===== src/rtl/fifo_uart_tx.sv =====
// FIFO drain stage: pops one word at a time and sends it as an 8N1-style UART frame.
// Define FIFO_UART_TX_PARITY_EN to insert an even-parity bit between data and stop.
module fifo_uart_tx #(
    parameter int WIDTH        = 8,
    parameter int CLKS_PER_BIT = 868
) (
    input  logic             clk,
    input  logic             reset,
    input  logic             fifo_empty,
    input  logic [WIDTH-1:0] fifo_dout,
    output logic             fifo_r_en,
    output logic             tx,
    output logic             busy,
    output logic             frame_done
);

    localparam int CW = (CLKS_PER_BIT > 1) ? $clog2(CLKS_PER_BIT) : 1;
    localparam int IW = (WIDTH > 1) ? $clog2(WIDTH) : 1;
    localparam logic [CW-1:0] CNT_LAST = CW'(CLKS_PER_BIT - 1);
    localparam logic [IW-1:0] IDX_LAST = IW'(WIDTH - 1);

    typedef enum logic [2:0] {
        S_IDLE,
        S_POP,
        S_LOAD,
        S_START,
        S_DATA,
        S_STOP
`ifdef FIFO_UART_TX_PARITY_EN
        , S_PARITY
`endif
    } state_t;

    state_t            state_q, state_d;
    logic [CW-1:0]     cnt_q, cnt_d;
    logic [IW-1:0]     idx_q, idx_d;
    logic [WIDTH-1:0]  shift_q, shift_d;
    logic              tx_q, tx_d;
    logic              pop;
    logic              done;
    logic              bit_end;
`ifdef FIFO_UART_TX_PARITY_EN
    logic              par_q, par_d;
`endif

    assign bit_end = (cnt_q == CNT_LAST);

    // Next-state, pop request and frame-done decode.
    always_comb begin
        state_d = state_q;
        cnt_d   = cnt_q;
        idx_d   = idx_q;
        shift_d = shift_q;
        pop     = 1'b0;
        done    = 1'b0;
`ifdef FIFO_UART_TX_PARITY_EN
        par_d   = par_q;
`endif
        unique case (state_q)
            S_IDLE: begin
                // reset gates the pop so nothing is requested while held in reset
                if (!fifo_empty && reset) begin
                    pop     = 1'b1;
                    state_d = S_POP;
                end
            end
            S_POP: begin
                state_d = S_LOAD;
            end
            S_LOAD: begin
                shift_d = fifo_dout;
                idx_d   = '0;
                cnt_d   = '0;
`ifdef FIFO_UART_TX_PARITY_EN
                par_d   = ^fifo_dout;
`endif
                state_d = S_START;
            end
            S_START: begin
                if (bit_end) begin
                    cnt_d   = '0;
                    state_d = S_DATA;
                end else begin
                    cnt_d = cnt_q + CW'(1);
                end
            end
            S_DATA: begin
                if (bit_end) begin
                    cnt_d   = '0;
                    shift_d = shift_q >> 1;
                    idx_d   = idx_q + IW'(1);
                    if (idx_q == IDX_LAST) begin
`ifdef FIFO_UART_TX_PARITY_EN
                        state_d = S_PARITY;
`else
                        state_d = S_STOP;
`endif
                    end
                end else begin
                    cnt_d = cnt_q + CW'(1);
                end
            end
`ifdef FIFO_UART_TX_PARITY_EN
            S_PARITY: begin
                if (bit_end) begin
                    cnt_d   = '0;
                    state_d = S_STOP;
                end else begin
                    cnt_d = cnt_q + CW'(1);
                end
            end
`endif
            S_STOP: begin
                if (bit_end) begin
                    done    = 1'b1;
                    cnt_d   = '0;
                    state_d = S_IDLE;
                end else begin
                    cnt_d = cnt_q + CW'(1);
                end
            end
            default: begin
                state_d = S_IDLE;
            end
        endcase
    end

    // Line level for the coming cycle, so the registered tx only moves at bit edges.
    always_comb begin
        tx_d = 1'b1;
        unique case (state_d)
            S_START: tx_d = 1'b0;
            S_DATA:  tx_d = shift_d[0];
`ifdef FIFO_UART_TX_PARITY_EN
            S_PARITY: tx_d = par_d;
`endif
            default: tx_d = 1'b1;
        endcase
    end

    // State, counters, shift register and registered line output.
    always_ff @(posedge clk or negedge reset) begin
        if (!reset) begin
            state_q <= S_IDLE;
            cnt_q   <= '0;
            idx_q   <= '0;
            shift_q <= '0;
            tx_q    <= 1'b1;
`ifdef FIFO_UART_TX_PARITY_EN
            par_q   <= 1'b0;
`endif
        end else begin
            state_q <= state_d;
            cnt_q   <= cnt_d;
            idx_q   <= idx_d;
            shift_q <= shift_d;
            tx_q    <= tx_d;
`ifdef FIFO_UART_TX_PARITY_EN
            par_q   <= par_d;
`endif
        end
    end

    assign fifo_r_en  = pop;
    assign tx         = tx_q;
    assign busy       = (state_q != S_IDLE);
    assign frame_done = done;

endmodule


===== config.mk =====
export PLATFORM = sky130hd
export DESIGN_NAME = fifo_uart_tx
export DESIGN_NICKNAME = d
export VERILOG_FILES = /design/src/rtl/fifo_uart_tx.sv
export SDC_FILE = /design/constraint.sdc
export NUM_CORES = 1
export LEC_CHECK = 0
export ABC_AREA = 1
export CAP_MARGIN = 25
export CORE_MARGIN = 3
export CORE_UTILIZATION = 25
export CTS_CLUSTER_SIZE = 8
export DETAILED_ROUTE_END_ITERATION = 12
export GPL_TIMING_DRIVEN = 1
export PLACE_DENSITY = 0.44
export SLEW_MARGIN = 20
export SYNTH_ARGS = -nofsm -noshare
export SYNTH_HDL_FRONTEND = slang
export SYNTH_SLANG_ARGS = --single-unit
export TNS_END_PERCENT = 100

===== constraint.sdc =====
create_clock -name clk -period 4.65 [get_ports clk]
set_input_delay 0.465 -clock clk [delete_from_list [all_inputs] [get_ports clk]]
set_output_delay 0.465 -clock clk [all_outputs]
set_load 0.01 [all_outputs]

# Yosys cells after proc, flatten, opt, wreduce, memory -nomap -nowiden

Cells that the tools add are included.

Reductions and logical operators: 8
Add/subtract/negate cells: 2
Eq/ne operators: 10
Mux-type cells: 17

Operators with widths:

| cell                                                                   | count |
|---|---|
| 10-bit one-hot mux with 2 select lines                                 | 1 |
| 3-bit two-way mux                                                      | 6 |
| 3-bit one-hot mux with 6 select lines                                  | 1 |
| 8-bit one-hot mux with 2 select lines                                  | 1 |
| 3-bit equality test (second input constant)                            | 4 |
| 10-bit by 1-bit adder with 10-bit output (second input constant)       | 1 |
| 10-bit equality test (second input constant)                           | 1 |
| 10-bit two-way mux                                                     | 1 |
| 3-bit by 2-bit equality test with 1-bit output (second input constant) | 3 |
| 8-bit two-way mux                                                      | 1 |
| 3-bit one-hot mux with 2 select lines                                  | 1 |
| 1-bit two-way mux                                                      | 4 |
| 2-bit nonzero test                                                     | 2 |
| 3-bit by 1-bit adder with 3-bit output (second input constant)         | 1 |
| 3-bit by 1-bit equality test with 1-bit output (second input constant) | 1 |
| 3-bit logical NOT                                                      | 1 |
| 3-bit nonzero test                                                     | 1 |
| 3-bit OR reduction                                                     | 1 |
| 2-bit != test (second input constant)                                  | 1 |
| 1-bit one-hot mux with 2 select lines                                  | 1 |
| 2-bit AND reduction                                                    | 1 |
| 1-bit logical AND                                                      | 1 |
| 1-bit logical NOT                                                      | 1 |

Output and inout port bits: 4
Register bits after elaboration: 25
Word-level logic and storage cells: 43

# Depth between registers and ports, before layout

Word-level depth: 6
Gate-level depth with buffers: 9

# Worst setup path before layout

Ideal clock, no wire load.

Path type: register to output
Start: register cnt_q[0]
End: output port frame_done
Path buffers: 0
Setup slack: 3.018 ns
Arrival time: 1.167 ns
Cell stages (with the launch flop): 6
Data required time: 4.185 ns
Cell sequence: dfrtp_1 -> ha_1 -> inv_1 -> nor3_1 -> nand2_1 -> nor2_1

Word-level cells in the longest chain between the ends: 3

RTL lines:

| element                | line | source |
|---|---|---|
| from (decl)            | 35   | `logic [CW-1:0] cnt_q, cnt_d;` |
| from (signal assigned) | 154  | `cnt_q <= cnt_d;` |
| 10-bit equality test   | 46   | `assign bit_end = (cnt_q == CNT_LAST);` |
| 1-bit two-way mux      | 114  | `if (bit_end) begin` |
| 1-bit two-way mux      | 59   | `unique case (state_q)` |
| to (decl)              | 14   | `output logic frame_done` |

Every way passes these cells.

# Final worst setup path

Ends and elaborated chain as after synthesis.

==> flow_metrics.env <==
export IMPL_reg2reg_slack_ps=2810
export IMPL_grt_ovfl_total=0
export IMPL_worst_clock_skew_ps=2.35
export IMPL_seq_area_um2=627
export IMPL_p_leak_nw=0.840
export IMPL_core_um2=5570
export IMPL_drtIter0Drc=33
export IMPL_syn_num_nets=199
export IMPL_cp_end_kind="output pin"
export IMPL_ys_top_cells_by_count="nand2_1 (45), inv_1 (25), dfrtp_1 (24), nand3_1 (17), nor2_1 (12)"
export IMPL_clock_sinks=25
export IMPL_instances_no_fill=275
export IMPL_grt_max_degree=27
export IMPL_route_met2_wl_um=1420
export IMPL_dieHeight_um=82.5
export IMPL_hold_end="idx_q[1]"
export IMPL_worstHoldStart="idx_q[1]"
export IMPL_setup_ws_ps=2100
export IMPL_synth_edf_count=0
export IMPL_holdPathStages=2
export IMPL_fin_nets=218
export IMPL_detail_route_antenna_nets=0
export IMPL_port_buffers=14
export IMPL_worstPathRequired_ps=4180
export IMPL_synth_seq_area_share_pct=42.9
export IMPL_rsz0062_at_grt="no"
export IMPL_numCtsBuffers=3
export IMPL_holdWs_ps=488
export IMPL_synth_flop_cell="dfrtp_1"
export IMPL_synthMuxAreaShare_pct=0
export IMPL_multi_input_area_um2=706
export IMPL_report_final_hold_viol_count=0
export IMPL_met1_length_um=1700
export IMPL_setup_viol=0
export IMPL_worstPathArrival_ps=2090
export IMPL_synthXorXnorAreaFrac_pct=0.599
export IMPL_drt_wl_total_um=3230
export IMPL_critPathKind="reg -> out"
export IMPL_crit_path_start="cnt_q[0]"
export IMPL_yosys_area_top_type_share_pct=41.1
export IMPL_cap_violations=0
export IMPL_synth_fa_ha_area_share_pct=2.57
export IMPL_finalPower_w=0.000370
export IMPL_place_ws_ps=2160
export IMPL_ir_drop_uv=101
export IMPL_post_cts_resized=0
export IMPL_die_area_um2=6800
export IMPL_period_needed_ps=2550
export IMPL_reg2reg_depth=8
export IMPL_synthSimpleGateAreaFrac_pct=34.1
export IMPL_powerDensity_nw_per_um2=214
export IMPL_start_util_pct=26.2
export IMPL_status="finished, final reports clean"
export IMPL_cts_tree="built"
export IMPL_area_growth_pct=18.6
export IMPL_dp_cells=271
export IMPL_hp_class="reg -> reg"
export IMPL_r2r_start="cnt_q[0]"
export IMPL_synthCells=185
export IMPL_ys_types=28
export IMPL_cp_start_kind="flop"
export IMPL_cts_setup_buffers=0
export IMPL_cts_root_buf="clkbuf_8"
export IMPL_worst_slew_pin_slew_ps=476
export IMPL_slew_headroom_pct=68.0
export IMPL_remaining_drc_errors=0
export IMPL_synth_top_family_by_area="simple AND/OR/NAND/NOR gates"
export IMPL_grt_pass1_wl_um=5570
export IMPL_r2r_end="shift_q[5]"
export IMPL_cts_hold_buf=0
export IMPL_gp_congestion=0.694
export IMPL_clock_path_buffers=2
export IMPL_vias=1219
export IMPL_wire_per_inst_um=11.7
export IMPL_grt_pass1_vias=1176
export IMPL_synth_area_leaders="dfrtp_1 (41%), nand2_1 (12%), inv_1 (6.4%)"
export IMPL_fp_row_count=27
export IMPL_n_antenna_cell=0
export IMPL_highest_layer="met4"
export IMPL_synth_compound_area_share_pct=11.0
export IMPL_cp_max_fo=6
export IMPL_gr_usage_all_layers_pct=10.7
export IMPL_antenna_found_initial=0
export IMPL_ios=15
export IMPL_ys_async_sr_fraction_pct=100
export IMPL_dr_wl_met3_um=86
export IMPL_htreeDepth=1
export IMPL_firstDrtPassIters=4
export IMPL_yosys_area_top_type="dfrtp_1"
export IMPL_fin_setup_tns_ps=0
export IMPL_max_clock_freq_ghz=0.391
export IMPL_insertion_delay_ps=260
export IMPL_clk_pin_slew_ps=90
export IMPL_viasPerCell=4.43
export IMPL_syn_avg_cell_area_um2=7.90
export IMPL_drv_slew=0
export IMPL_drive_gt1_share_pct=12.8
export IMPL_die_x_um=82.5
export IMPL_synth_area_um2=1460
export IMPL_synth_seq_cells=25
export IMPL_nFillCells=610
export IMPL_hpwlAfterDp_um=2490
export IMPL_finalCritPeriodShare_pct=54.9
export IMPL_yosys_warnings=0
export IMPL_post_synth_top_count_cell="nand2_1"
## sequential cells by signal, indices dropped and copies added (netlist names)
name     flops
cnt_q       10
idx_q        3
shift_q      8
state_q      3
tx           1
## area by class of cell
type | count | area share, %
clock buffer | 4 | 2.60
inverter | 30 | 6.79
multi-input combinational | 129 | 40.7
sequential | 25 | 36.2
tap | 72 | 5.20
timing repair buffer | 15 | 8.52
## where the power goes
group	internal (W)	total (W)	switching [W]
logic	0.0000103	0.0000186	0.00000834
registers	0.000221	0.000222	0.00000137
clock network	0.0000612	0.000129	0.0000680
## worst max path at each step
| stage | slack [ps] | to |
|---|---|---|
| finish | 2100 | frame_done |
| global route | 1910 | frame_done |
| CTS | 2090 | frame_done |
| detailed placement | 2160 | fifo_r_en |
| global placement | 2160 | fifo_r_en |
| floorplan | 3020 | frame_done |
## placed cells by master, fill, tap and decap left out, drive strengths merged, types with 3 or more instances in the layout
cell type / count
nand2: 49
nor3: 7
nand4: 4
ha: 3
inv: 29
nor2: 15
clkdlybuf4s50: 14
nand3: 22
o211ai: 4
a21oi: 10
o21ai: 9
clkbuf: 4
dfrtp: 24
## kinds of logic (layout without fill, tap and decap cells)
group / after synthesis / count (layout)
AOI/OAI and AO/OA: 26 / 26
xor gates and xnor gates: 1 / 1
adders and majority gates: 3 / 3
buffers and inverters: 31 / 49
DFF: 25 / 25
and+or+nand+nor: 99 / 99
## routing by layer
layer	vias to the layer above	track usage, %
met2	16	16.3
met5	-	0
met1	556	15.7
li1	645	-
met4	0	3.49
met3	2	1.30
## per-stage QoR
step | area, µm² | utilization [%]
after floorplan | 1460 | -
after global placement | 1690 | 30.3
after detailed placement | 1690 | 30.3
after CTS | 1730 | 31.1
after global routing | 1730 | 31.1
final | 1730 | 31.1
## worst max-delay path, stage by stage (launching register included)
cell and delay, ps:
dfrtp_1 430, ha_1 230, inv_1 70, nor3_1 350, nand2_1 100, nor2_1 110, clkdlybuf4s50_1 540
No activity file was read; power rests on OpenSTA's default activity.
